==> config.mk <==
export PLATFORM = sky130hd
export DESIGN_NAME = onehot_sel_seq
export DESIGN_NICKNAME = d
export VERILOG_FILES = /design/src/rtl/onehot_sel_pkg.sv /design/src/rtl/onehot_sel_seq_dec.sv /design/src/rtl/onehot_sel_seq.sv
export SDC_FILE = /design/constraint.sdc
export NUM_CORES = 1
export LEC_CHECK = 0
export BUFFER_PORTS_ARGS = -buffer_cell sky130_fd_sc_hd__buf_4
export CAP_MARGIN = 20
export CORE_ASPECT_RATIO = 0.8
export CORE_MARGIN = 1.5
export CORE_UTILIZATION = 40
export CTS_CLUSTER_DIAMETER = 80
export CTS_CLUSTER_SIZE = 20
export DETAILED_ROUTE_END_ITERATION = 10
export PLACE_DENSITY_LB_ADDON = 0.05
export SYNTH_ARGS = -nofsm -noshare
export SYNTH_HDL_FRONTEND = slang
export SYNTH_HIERARCHICAL = 1
export SYNTH_SLANG_ARGS = --single-unit
==> constraint.sdc <==
create_clock -name clk -period 3.6 [get_ports clk]
set_clock_uncertainty 0.05 [all_clocks]
set_input_delay 0.72 -clock clk [delete_from_list [all_inputs] [get_ports clk]]
set_output_delay 0.72 -clock clk [all_outputs]
set_load 0.02 [all_outputs]
==> src/rtl/onehot_sel_pkg.sv <==
// Shared encodings for the one-hot selector sequencer.
package onehot_sel_pkg;

  typedef enum logic [1:0] {
    MODE_DECODE    = 2'b00,
    MODE_SCAN_UP   = 2'b01,
    MODE_SCAN_DOWN = 2'b10,
    MODE_HOLD      = 2'b11
  } mode_e;

  typedef enum logic {
    ST_IDLE   = 1'b0,
    ST_ACTIVE = 1'b1
  } state_e;

endpackage

==> src/rtl/onehot_sel_seq_dec.sv <==
// Combinational SEL_W -> 2**SEL_W one-hot decoder.
module onehot_dec #(
  parameter int SEL_W = 4
) (
  input  logic [SEL_W-1:0]      idx_i,
  output logic [2**SEL_W-1:0]   onehot_o
);

  always_comb begin
    onehot_o        = '0;
    onehot_o[idx_i] = 1'b1;
  end

endmodule

==> src/rtl/onehot_sel_seq.sv <==
// Registered one-hot strobe generator with decode / scan-up / scan-down / hold sequencing.
module onehot_sel_seq
  import onehot_sel_pkg::*;
#(
  parameter int SEL_W   = 4,
  parameter bit WRAP_EN = 1'b1
) (
  input  logic                clk,
  input  logic                rst_n,
  input  logic                en,
  input  logic [1:0]          mode,
  input  logic                load,
  input  logic [SEL_W-1:0]    sel,
  input  logic                step,
  output logic [2**SEL_W-1:0] out,
  output logic [SEL_W-1:0]    idx,
  output logic                valid,
  output logic                wrap
);

  localparam int              OUT_W   = 2**SEL_W;
  localparam logic [SEL_W-1:0] IDX_MAX = '1;

  state_e             st_q, st_d;
  logic [SEL_W-1:0]   idx_q, idx_d;
  logic [OUT_W-1:0]   out_q, out_d;
  logic               wrap_q, wrap_d;
  logic [OUT_W-1:0]   dec_out;
  logic               at_end;

  onehot_dec #(.SEL_W(SEL_W)) u_dec (
    .idx_i    (idx_d),
    .onehot_o (dec_out)
  );

  always_ff @(posedge clk) begin
    if (!rst_n) begin
      st_q   <= ST_IDLE;
      idx_q  <= '0;
      out_q  <= '0;
      wrap_q <= 1'b0;
    end else begin
      st_q   <= st_d;
      idx_q  <= idx_d;
      out_q  <= out_d;
      wrap_q <= wrap_d;
    end
  end

  always_comb begin
    st_d   = st_q;
    idx_d  = idx_q;
    wrap_d = 1'b0;
    at_end = 1'b0;
    unique case (mode_e'(mode))
      MODE_DECODE: begin
        if (load || en) begin
          idx_d = sel;
          st_d  = ST_ACTIVE;
        end
      end
      MODE_SCAN_UP, MODE_SCAN_DOWN: begin
        // End detection happens on the current index, before any increment.
        at_end = (mode_e'(mode) == MODE_SCAN_UP) ? (idx_q == IDX_MAX) : (idx_q == '0);
        if (load) begin
          idx_d = sel;
          st_d  = ST_ACTIVE;
        end else if (step && st_q == ST_ACTIVE) begin
          if (at_end) begin
            wrap_d = 1'b1;
            if (WRAP_EN) idx_d = (mode_e'(mode) == MODE_SCAN_UP) ? '0 : IDX_MAX;
            else         st_d  = ST_IDLE;
          end else begin
            idx_d = (mode_e'(mode) == MODE_SCAN_UP) ? idx_q + SEL_W'(1) : idx_q - SEL_W'(1);
          end
        end
      end
      default: ;
    endcase
    out_d = (en && st_d == ST_ACTIVE) ? dec_out : '0;
  end

  assign out   = out_q;
  assign idx   = idx_q;
  assign valid = (st_q == ST_ACTIVE);
  assign wrap  = wrap_q;

endmodule

==> impl_results.md <==
- Time the worst path needs with I/O delays and setup: about 3000 ps
- Count of buffers from port buffering: 32
- Vias in the first global route: between 1,000 and 1,500
- Number of gates resized after cts: 0
- Sequential fraction of the synthesis area: 32.7%
- Most used flip-flop cell after synthesis: dfxtp_1
- GR Overflow Total: 0
- GRT Total Usage: 18.2%
- Std-Cell Core Area: 0.00315 mm2
- Antenna fix cells: 0
- Endpoints failing setup: 0
- Count of endpoints failing hold in the final timing report: 0
- Floorplan die area: between 0.003 and 0.004 mm2
- First-pass GRT wire length: approximately 5000 um
- Post-Synthesis Mean Instance Area: 9.50 um2
- Ratio of cells with drive above 1 in the final layout: 28.9%
- Worst IR Drop VDD: 0.185 mV
- Share of synthesized registers carrying an async set or reset: 0%
- Startpoint of the worst setup timing path: mode[0]
- Crit Path Category: primary input to flip-flop
- Register-to-register setup slack: slightly above 800 ps
- Cell area after synthesis: 0.00135 mm2
- Cts bufs inserted: 3
- DR vias/cell: 5.55
- Layout overhead on the synthesized area: 23.4%
- Htree depth: 1
- Maximum capacitance violations: 0
- Synth warn: 6
- Critical path data required time: 3710 ps
- CP Launch Type: primary input
- Hold bufs inserted after CTS: 0
- Setup repair after global routing missed its margin: false
- Post-Route Hold Slack: between 500 and 600 ps
- Crit-path max FO: 16
- Antenna violations before repair: 0
- Terminus of the critical flop-to-flop path: out[10]$_SDFF_PN0_
- Detail Placement HPWL: ~2300 um
- Sink count of the clock tree: 22
- Accumulated negative setup slack: 0 ps
- Syn_nets: 159
- Period utilization: 84.4%
- Boundary Pins: 33
- Gpl congestion: 0.903
- Min-Delay Path Class: flip-flop to flip-flop
- Pin count of the biggest net entering global routing: 18
- Count of final max-slew check failures: 0
- Clock-pin slew of the registers on the worst-case setup and hold paths: approximately 80 ps
- Clock Latency Late Sink: 260 ps
- Post-synth EDFFs: 0
- First-pass DRT Iterations: 4
- Setup slack after layout: 563 ps
- Routed wire per std cell: 14.5 um
- Total of flip-flops plus latches after synthesis: 22
- Fin nets: 191
- Post-CTS setup buffer count: 0
- Post-synthesis cell type count: 48
- Die Y: 54.9 um
- Worst Reg2Reg Path Length in Cells: 8
- Power per unit of standard cell area: 363 mW/mm2
- Row cnt: 18
- Total routed wirelength: 3090 um
- Max Buffers Root-to-Sink: 2
- Slew of the pin with the lowest slew margin: between 800 and 900 ps
- Die span in x: 67.9 um
- LEAKAGE: between 0.7 and 0.8 nW
- Count of antenna-violating nets left after detailed routing: 0
- Post-route DRC: 0
- Arrival time of data at the critical path endpoint: 3140 ps
- Worst flop-to-flop path startpoint: idx[0]$_SDFF_PN0_
- Clock tree from TritonCTS: built
- Status: finished, final reports clean
- Total number of vias: about 1,200
- Post-Place Worst Slack: approximately 160 ps
- Root buffer cell: clkbuf_8
- Endpoint class of the critical path: flip-flop
- Maximum clock frequency: 329 MHz
- Drt first-iter violations: 68
- Critical path endpoint: out[10]$_SDFF_PN0_
- Synth Instances: 142
- Worst-case headroom to the max-slew limit: about two fifths
- Effective utilization at floorplan: 42.8%
registers in the layout, indices dropped and copies added (netlist names):
signal and flops:
out 16, idx 4, valid 1, wrap 1
synthesized netlist by cell type, drive strengths merged, types with 2 or more instances:
master   number  area [um2]
a21boi        2        15.0
a21o          2        15.0
a21oi         6        30.0
and2         18         113
and3          2        12.5
and4          2        17.5
and4b         4        40.0
and4bb        6        75.1
buf           5        41.3
clkbuf        3        11.3
dfxtp        22         440
ha            5        62.6
inv           7        26.3
nand2         4        15.0
nand2b        5        31.3
nand3         4        20.0
nor2          5        18.8
nor2b         2        12.5
nor3b         2        20.0
nor4b         4        60.1
o2111ai       2        17.5
o211a         2        20.0
o211ai        2        15.0
o21a          3        22.5
o22ai         3        18.8
or4           3        26.3
kinds of logic (layout without fill, tap and decap cells):
| group | count (synthesis) | after routing | synth area share (%) |
|---|---|---|---|
| buffers and inverters | 15 | 46 | 5.84 |
| and+or+nand+nor | 67 | 67 | 37.6 |
| AOI/OAI and AO/OA | 31 | 31 | 17.2 |
| DFF | 22 | 22 | 32.7 |
| adders and majority gates | 6 | 6 | 6.12 |
| xor gates and xnor gates | 1 | 1 | 0.649 |
worst min path at each step:
stage                                 from                to  slack, ps  cells past startpoint
after global placement    valid$_SDFF_PN0_  valid$_SDFF_PN0_        540                      1
final                     valid$_SDFF_PN0_  valid$_SDFF_PN0_        560                      1
after detailed placement  valid$_SDFF_PN0_  valid$_SDFF_PN0_        550                      1
after global routing      valid$_SDFF_PN0_  valid$_SDFF_PN0_        600                      1
after floorplan           valid$_SDFF_PN0_  valid$_SDFF_PN0_        600                      1
after CTS                 valid$_SDFF_PN0_  valid$_SDFF_PN0_        560                      1
metal layers:
metal	up-vias	global-route usage, %	part of all wire, %
met2	54	28.2	41
met5	-	0	0
met1	532	26.0	48
met4	0	3.67	0.65
met3	4	4.45	10
li1	593	-	-
cells in the final DEF (no fill, tap or decap), types with 3 or more instances in the layout:
master     n
and2_1    18
nor2_1     5
a21oi_1    6
nand3_1    4
ha_1       5
nand2_1    4
and4bb_1   4
dfxtp_1   22
nand2b_1   5
o21a_1     3
buf_4     35
o22ai_1    3
inv_1      7
nor4b_2    4
and4b_1    4
clkbuf_8   4
critical path, cell delays in order:
cell      delay, ps
buf_4           120
ha_1            210
buf_4           160
fa_1            400
xor2_1          200
o21ai_2          60
a311oi_1        140
nor2_1          710
and4bb_1        290
and2_1          130
final cells by class:
class                      count  area [um2]
tap                           40        50.0
clock buffer                   4        55.1
multi-input combinational    105         830
timing repair buffer          35         263
fill                         301        1490
inverter                       7        26.3
sequential                    22         440
power breakdown:
part / total [mW] / internal (mW) / switching, mW
Clock: 0.175 / 0.0974 / 0.0774
Sequential: 0.264 / 0.251 / 0.0127
Combinational: 0.166 / 0.0758 / 0.0898
Total: 0.604 / 0.424 / 0.180
through the flow:
stage          total power, mW  utilization, %  area (um2)  instances
6_report                 0.604            52.8        1660        213
5_1_grt                  0.641            52.8        1660        213
4_1_cts                  0.607            52.3        1650        211
3_5_place_dp             0.430            50.6        1590        207
3_3_place_gp             0.428            50.6        1590        207
2_1_floorplan            0.390               -        1350        142
No activity file was read; power rests on OpenSTA's default activity.
